[src/rtl/reg_bank_param_if.sv]
// Bus bundle for reg_bank_param: two read ports, one write port, clear handshake and debug dump.
// The master modport is the datapath side and the slave modport is the register bank.
interface reg_bank_param_if #(
   parameter int DATA_W = 8,
   parameter int ADDR_W = 3
);
   localparam int DEPTH = 1 << ADDR_W;

   logic [ADDR_W-1:0]       readRegister1;
   logic [ADDR_W-1:0]       readRegister2;
   logic [DATA_W-1:0]       readData1;
   logic [DATA_W-1:0]       readData2;
   logic                    regWrite;
   logic [ADDR_W-1:0]       writeRegister;
   logic [DATA_W-1:0]       writeData;
   logic                    clrReq;
   logic                    clrBusy;
   logic                    clrDone;
   logic                    wrDrop;
   logic [DATA_W*DEPTH-1:0] dataLookUp;

   modport master (
      output readRegister1, readRegister2, regWrite, writeRegister, writeData, clrReq,
      input  readData1, readData2, clrBusy, clrDone, wrDrop, dataLookUp
   );

   modport slave (
      input  readRegister1, readRegister2, regWrite, writeRegister, writeData, clrReq,
      output readData1, readData2, clrBusy, clrDone, wrDrop, dataLookUp
   );
endinterface

[src/rtl/reg_bank_param.sv]
// Parametrised register bank with combinational reads, one write port and a one-entry-per-cycle clear engine.
// Optional write-to-read forwarding is enabled by defining REGBANK_BYPASS_EN.
module reg_bank_param #(
   parameter int DATA_W   = 8,
   parameter int ADDR_W   = 3,
   parameter int ZERO_REG = 0
) (
   input  logic               clk,
   input  logic               rst_n,
   reg_bank_param_if.slave    bus
);
   localparam int DEPTH = 1 << ADDR_W;
   localparam logic [ADDR_W-1:0] LAST_ADDR = ADDR_W'(DEPTH - 1);

   typedef enum logic [1:0] {IDLE, CLEAR, DONE} clrState_t;

   clrState_t         state;
   logic [DATA_W-1:0] regFile [DEPTH];
   logic [ADDR_W-1:0] clrPtr;
   logic              clrBusyQ;
   logic              clrDoneQ;
   logic              wrDropQ;
   logic              zeroMasked;
   logic              writeAccept;
   logic [DATA_W-1:0] readData1Q;
   logic [DATA_W-1:0] readData2Q;

   // Writes to a hard-wired zero register are dropped silently, without a wrDrop pulse.
   assign zeroMasked  = (ZERO_REG != 0) && (bus.writeRegister == '0);
   assign writeAccept = bus.regWrite && (state != CLEAR) && !zeroMasked;

   always_comb begin
      readData1Q = regFile[bus.readRegister1];
      if ((ZERO_REG != 0) && (bus.readRegister1 == '0)) readData1Q = '0;
`ifdef REGBANK_BYPASS_EN
      if (writeAccept && (bus.readRegister1 == bus.writeRegister)) readData1Q = bus.writeData;
`endif
   end

   always_comb begin
      readData2Q = regFile[bus.readRegister2];
      if ((ZERO_REG != 0) && (bus.readRegister2 == '0)) readData2Q = '0;
`ifdef REGBANK_BYPASS_EN
      if (writeAccept && (bus.readRegister2 == bus.writeRegister)) readData2Q = bus.writeData;
`endif
   end

   assign bus.readData1 = readData1Q;
   assign bus.readData2 = readData2Q;

   // Debug dump is never forwarded: R[0] lands in the most significant slice.
   for (genvar i = 0; i < DEPTH; i++) begin : gDump
      if ((ZERO_REG != 0) && (i == 0)) begin : gZero
         assign bus.dataLookUp[(DEPTH-1-i)*DATA_W +: DATA_W] = '0;
      end else begin : gReg
         assign bus.dataLookUp[(DEPTH-1-i)*DATA_W +: DATA_W] = regFile[i];
      end
   end

   // Clear engine and write port share one process so a sweep cycle can never race a write.
   always_ff @(posedge clk or negedge rst_n) begin
      if (!rst_n) begin
         for (int i = 0; i < DEPTH; i++) regFile[i] <= '0;
         state    <= IDLE;
         clrPtr   <= '0;
         clrBusyQ <= 1'b0;
         clrDoneQ <= 1'b0;
         wrDropQ  <= 1'b0;
      end else begin
         clrDoneQ <= 1'b0;
         wrDropQ  <= 1'b0;
         case (state)
            IDLE: begin
               if (bus.clrReq) begin
                  state    <= CLEAR;
                  clrPtr   <= '0;
                  clrBusyQ <= 1'b1;
               end
            end
            CLEAR: begin
               regFile[clrPtr] <= '0;
               if (clrPtr == LAST_ADDR) begin
                  state    <= DONE;
                  clrBusyQ <= 1'b0;
                  clrDoneQ <= 1'b1;
               end else begin
                  clrPtr <= clrPtr + ADDR_W'(1);
               end
            end
            DONE: begin
               state <= IDLE;
            end
            default: begin
               state    <= IDLE;
               clrBusyQ <= 1'b0;
            end
         endcase

         if (bus.regWrite && (state == CLEAR)) begin
            wrDropQ <= 1'b1;
         end else if (writeAccept) begin
            regFile[bus.writeRegister] <= bus.writeData;
         end
      end
   end

   assign bus.clrBusy = clrBusyQ;
   assign bus.clrDone = clrDoneQ;
   assign bus.wrDrop  = wrDropQ;
endmodule

[src/flat_wrapper.sv]
// flat-port wrapper written by rule: the top's interface ports become plain ports
module reg_bank_param_flat 
#(
   parameter int DATA_W   = 8,
   parameter int ADDR_W   = 3,
   parameter int ZERO_REG = 0
)
  (clk, rst_n, bus_readRegister1, bus_readRegister2, bus_regWrite, bus_writeRegister, bus_writeData, bus_clrReq, bus_readData1, bus_readData2, bus_clrBusy, bus_clrDone, bus_wrDrop, bus_dataLookUp);
  reg_bank_param_if #(.DATA_W(DATA_W), .ADDR_W(ADDR_W)) bus_i ();
  input  logic clk;
  input  logic rst_n;
  input wire logic [$bits(bus_i.readRegister1)-1:0] bus_readRegister1;
  input wire logic [$bits(bus_i.readRegister2)-1:0] bus_readRegister2;
  input wire logic [$bits(bus_i.regWrite)-1:0] bus_regWrite;
  input wire logic [$bits(bus_i.writeRegister)-1:0] bus_writeRegister;
  input wire logic [$bits(bus_i.writeData)-1:0] bus_writeData;
  input wire logic [$bits(bus_i.clrReq)-1:0] bus_clrReq;
  output wire logic [$bits(bus_i.readData1)-1:0] bus_readData1;
  output wire logic [$bits(bus_i.readData2)-1:0] bus_readData2;
  output wire logic [$bits(bus_i.clrBusy)-1:0] bus_clrBusy;
  output wire logic [$bits(bus_i.clrDone)-1:0] bus_clrDone;
  output wire logic [$bits(bus_i.wrDrop)-1:0] bus_wrDrop;
  output wire logic [$bits(bus_i.dataLookUp)-1:0] bus_dataLookUp;
  assign bus_i.readRegister1 = bus_readRegister1;
  assign bus_i.readRegister2 = bus_readRegister2;
  assign bus_i.regWrite = bus_regWrite;
  assign bus_i.writeRegister = bus_writeRegister;
  assign bus_i.writeData = bus_writeData;
  assign bus_i.clrReq = bus_clrReq;
  assign bus_readData1 = bus_i.readData1;
  assign bus_readData2 = bus_i.readData2;
  assign bus_clrBusy = bus_i.clrBusy;
  assign bus_clrDone = bus_i.clrDone;
  assign bus_wrDrop = bus_i.wrDrop;
  assign bus_dataLookUp = bus_i.dataLookUp;
  reg_bank_param #(.DATA_W(DATA_W), .ADDR_W(ADDR_W), .ZERO_REG(ZERO_REG)) u_core (.clk(clk), .rst_n(rst_n), .bus(bus_i));
endmodule
[config.mk]
export PLATFORM = sky130hd
export DESIGN_NAME = reg_bank_param_flat
export DESIGN_NICKNAME = d
export VERILOG_FILES = /design/src/rtl/reg_bank_param_if.sv /design/src/rtl/reg_bank_param.sv /design/src/flat_wrapper.sv
export SDC_FILE = /design/constraint.sdc
export NUM_CORES = 1
export LEC_CHECK = 0
export ABC_AREA = 1
export ABC_CLOCK_PERIOD_IN_PS = 1750
export BUFFER_PORTS_ARGS = -buffer_cell sky130_fd_sc_hd__buf_2
export CAP_MARGIN = 20
export CORE_MARGIN = 4
export CORE_UTILIZATION = 53
export CTS_BUF_LIST = sky130_fd_sc_hd__clkbuf_8 sky130_fd_sc_hd__clkbuf_16
export CTS_CLUSTER_DIAMETER = 30
export DETAILED_ROUTE_END_ITERATION = 8
export GPL_TIMING_DRIVEN = 0
export PLACE_DENSITY = 0.8
export SYNTH_ARGS = -nofsm -noshare
export SYNTH_HDL_FRONTEND = slang
export SYNTH_SLANG_ARGS = --single-unit
[constraint.sdc]
create_clock -name clk -period 1.75 [get_ports clk]
set_clock_uncertainty 0.1 [all_clocks]
set_input_delay 0.0875 -clock clk [delete_from_list [all_inputs] [get_ports clk]]
set_output_delay 0.0875 -clock clk [all_outputs]
set_load 0.05 [all_outputs]
==> flow_metrics.tcl <==
set metrics [dict create \
    status "finished clean" \
    ys_warn_count 0 \
    crit_fanout 3 \
    p_int_mw 4.35 \
    period_needed_ps 1670 \
    core_um2 8380 \
    drive_gt1_frac 0.187 \
    fp.dieW_um 102 \
    grt_pass1_wl_um 25100 \
    start_util 0.553 \
    p_seq_frac 0.296 \
    clk_latency_ps 340 \
    gr-total-overflow 0 \
    worstSetupEndpointType "output pin" \
    layout_commonest_cell "nand2_1" \
    dieArea_um2 10300 \
    htreeDepth 3 \
    vias_per_cell 5.46 \
    path_common_cell "nand2_1" \
    io_buffers 88 \
    slowest_delay_ps 380 \
    peakVddDrop_mv 1.16 \
    gp_congestion 1.03 \
    tritoncts "done" \
    grt_use_met2 0.493 \
    async_flop_share 1.00 \
    crit_slowest_cell "dfrtp_1" \
    drtAntennaViolNets 0 \
    hold_path.class "in -> reg" \
    postSynthNetCount 740 \
    yosysSeqAreaShare 0.388 \
    min_period_over_period 0.954 \
    syn_inst 717 \
    hold_viol 0 \
    setup_violations 0 \
    final.fill_count 781 \
    final_cell_mix "nand2_1, nand3_1, buf_2" \
    power_frac_comb 0.551 \
    use_met1 0.456 \
    totalPowerFinal_mw 9.88 \
    slew_violations 0 \
    fin_tns_setup_ps 0 \
    reg2reg_slack_ps 130 \
    antenna_found_initial 0 \
    worstPathRequired_ps 1560 \
    routed_wl_um 16000 \
    grt_pass1_vias 4675 \
    drv_cap 0 \
    max_freq_mhz 599 \
    cts_buffers 9 \
    synth_flop_cell "dfrtp_1" \
    leakage_nw 3.42 \
    nets 845 \
    syn-cell-area_um2 4640 \
    top_usage_layer "met2" \
    die_h_um 102 \
    drc 0 \
    wl_per_cell_um 17.1 \
    ys_ff_latch 72 \
    clockBufferDepth 2 \
    worst_pin_slew_ps 929 \
    powerDensity_nw_per_um2 1790 \
    antenna_cells 0 \
    dp_hpwl_um 11900 \
    clockRootBuffer "clkbuf_8" \
    worstSetupPathType "reg -> out" \
    synth_edf_count 0 \
    p_clk_frac 0.153 \
    maxSlewHeadroom 0.380 \
    path_cells "inv_1 > nand2_1 > nand3_1 > nand2_1 > nand2_1 > nand2_1 > buf_2" \
    dr.pass1.iters 7 \
    p_switching_mw 5.53 \
    grt_max_degree 73 \
    synth_cell_types 20 \
    rows 33 \
    start_kind "flop" \
    drtIter0Drc 484 \
    track_usage 0.319 \
    grtUsageMet3 0.0696 \
    cts_num_sinks 72 \
    pin_count 104 \
    area_growth_pct 19.2 \
    num_vias 5085 \
    cp.arrival_ps 1480 \
    clkTransAtPathRegs_ps 90 \
    syn_area_per_cell_um2 6.47 \
    p_sw_frac 0.559 \
]
-- power by group through the flow --
| stage | clock network [mW] | registers (mW) | logic [mW] |
|---|---|---|---|
| 2_1_floorplan | 0 | 4.67 | 2.14 |
| 3_3_place_gp | 0 | 2.89 | 5.26 |
| 3_5_place_dp | 0 | 2.92 | 5.33 |
| 4_1_cts | 1.51 | 2.89 | 5.35 |
| 5_1_grt | 1.57 | 2.97 | 5.87 |
| 6_report | 1.51 | 2.92 | 5.45 |
-- flip-flops by register name, summed over array words and instances (netlist names) --
register and cells:
u_core.bus.dataLookUp 64, u_core.clrPtr 3, u_core.state 2, u_core.bus.clrBusy 1
u_core.bus.clrDone 1, u_core.bus.wrDrop 1
-- worst paths after layout --
kind / startpoint / endpoint / cells after the start
max: u_core.bus.dataLookUp[18]$_DFF_PN0_ / bus_readData2[2] / 7
min: bus_writeData[5] / u_core.bus.dataLookUp[53]$_DFF_PN0_ / 3
max reg2reg: u_core.clrPtr[0]$_DFFE_PN0P_ / u_core.clrPtr[2]$_DFFE_PN0P_ / 7
min reg2reg: u_core.bus.clrBusy$_DFFE_PN0P_ / u_core.bus.clrBusy$_DFFE_PN0P_ / 2
max in group asynchronous: rst_n / u_core.clrPtr[0]$_DFFE_PN0P_ / 2
min in group asynchronous: rst_n / u_core.bus.dataLookUp[40]$_DFF_PN0_ / 2
-- synth_stat cells, types with 2 or more instances --
master             n  area [um2]
clkdlybuf4s18_2    8        80.1
ha_1               2        25.0
a21oi_1            2        10.0
nand3_1          135         676
nand3_4            8         140
nand2_2            6        37.5
buf_2             14        70.1
inv_1             82         308
clkbuf_1           6        22.5
inv_2              2        7.51
dfrtp_1           72        1800
buf_1              3        11.3
clkinv_2           6        30.0
nor2_1            15        56.3
nand2_1          351        1320
-- area by class of cell --
class	count	area (um2)	share of cell area
buffer	32	195	0.0353
clock buffer	9	124	0.0224
clock inverter	7	96.3	0.0174
inverter	90	345	0.0625
multi-input combinational	523	2300	0.415
sequential	72	1800	0.326
tap	105	131	0.0238
timing repair buffer	94	538	0.0973
-- through the flow --
stage	hold slack (ps)	cells	util	cell area (um2)	worst slack, ps
after floorplan	-308	717	-	4640	223
after global placement	282	910	0.622	5210	91.6
after detailed placement	174	910	0.622	5210	79.5
after CTS	110	929	0.652	5460	60.8
after global routing	126	932	0.660	5530	-7.43
final	120	932	0.660	5530	79.7
-- logic make-up after synthesis --
logic type	after synthesis	synth area share
adders and majority gates	2	0.00539
DFF	72	0.388
buffers and inverters	122	0.117
AOI/OAI and AO/OA	4	0.00674
and+or+nand+nor	517	0.483
-- worst max-delay path: cells and delay by family (launching register included) --
kind / cells / cell delay, ps
buf+inv: 2 / 340
flops: 1 / 380
simple gates: 5 / 400
-- timing repair --
item                                    in CTS  in global routing
endpoints found under the setup margin       0                 18
gates resized for setup                      0                 24
endpoints found under the hold margin       74                  0
setup buffers                                0                  3
hold buffers                                 3                  0
-- layer usage --
layer  share of wire  vias to the layer above
li1                -                     2409
met3            0.10                       23
met5               0                        -
met4           0.021                        0
met2            0.46                      241
met1            0.42                     2412
Power figures use the tool's default switching activity.
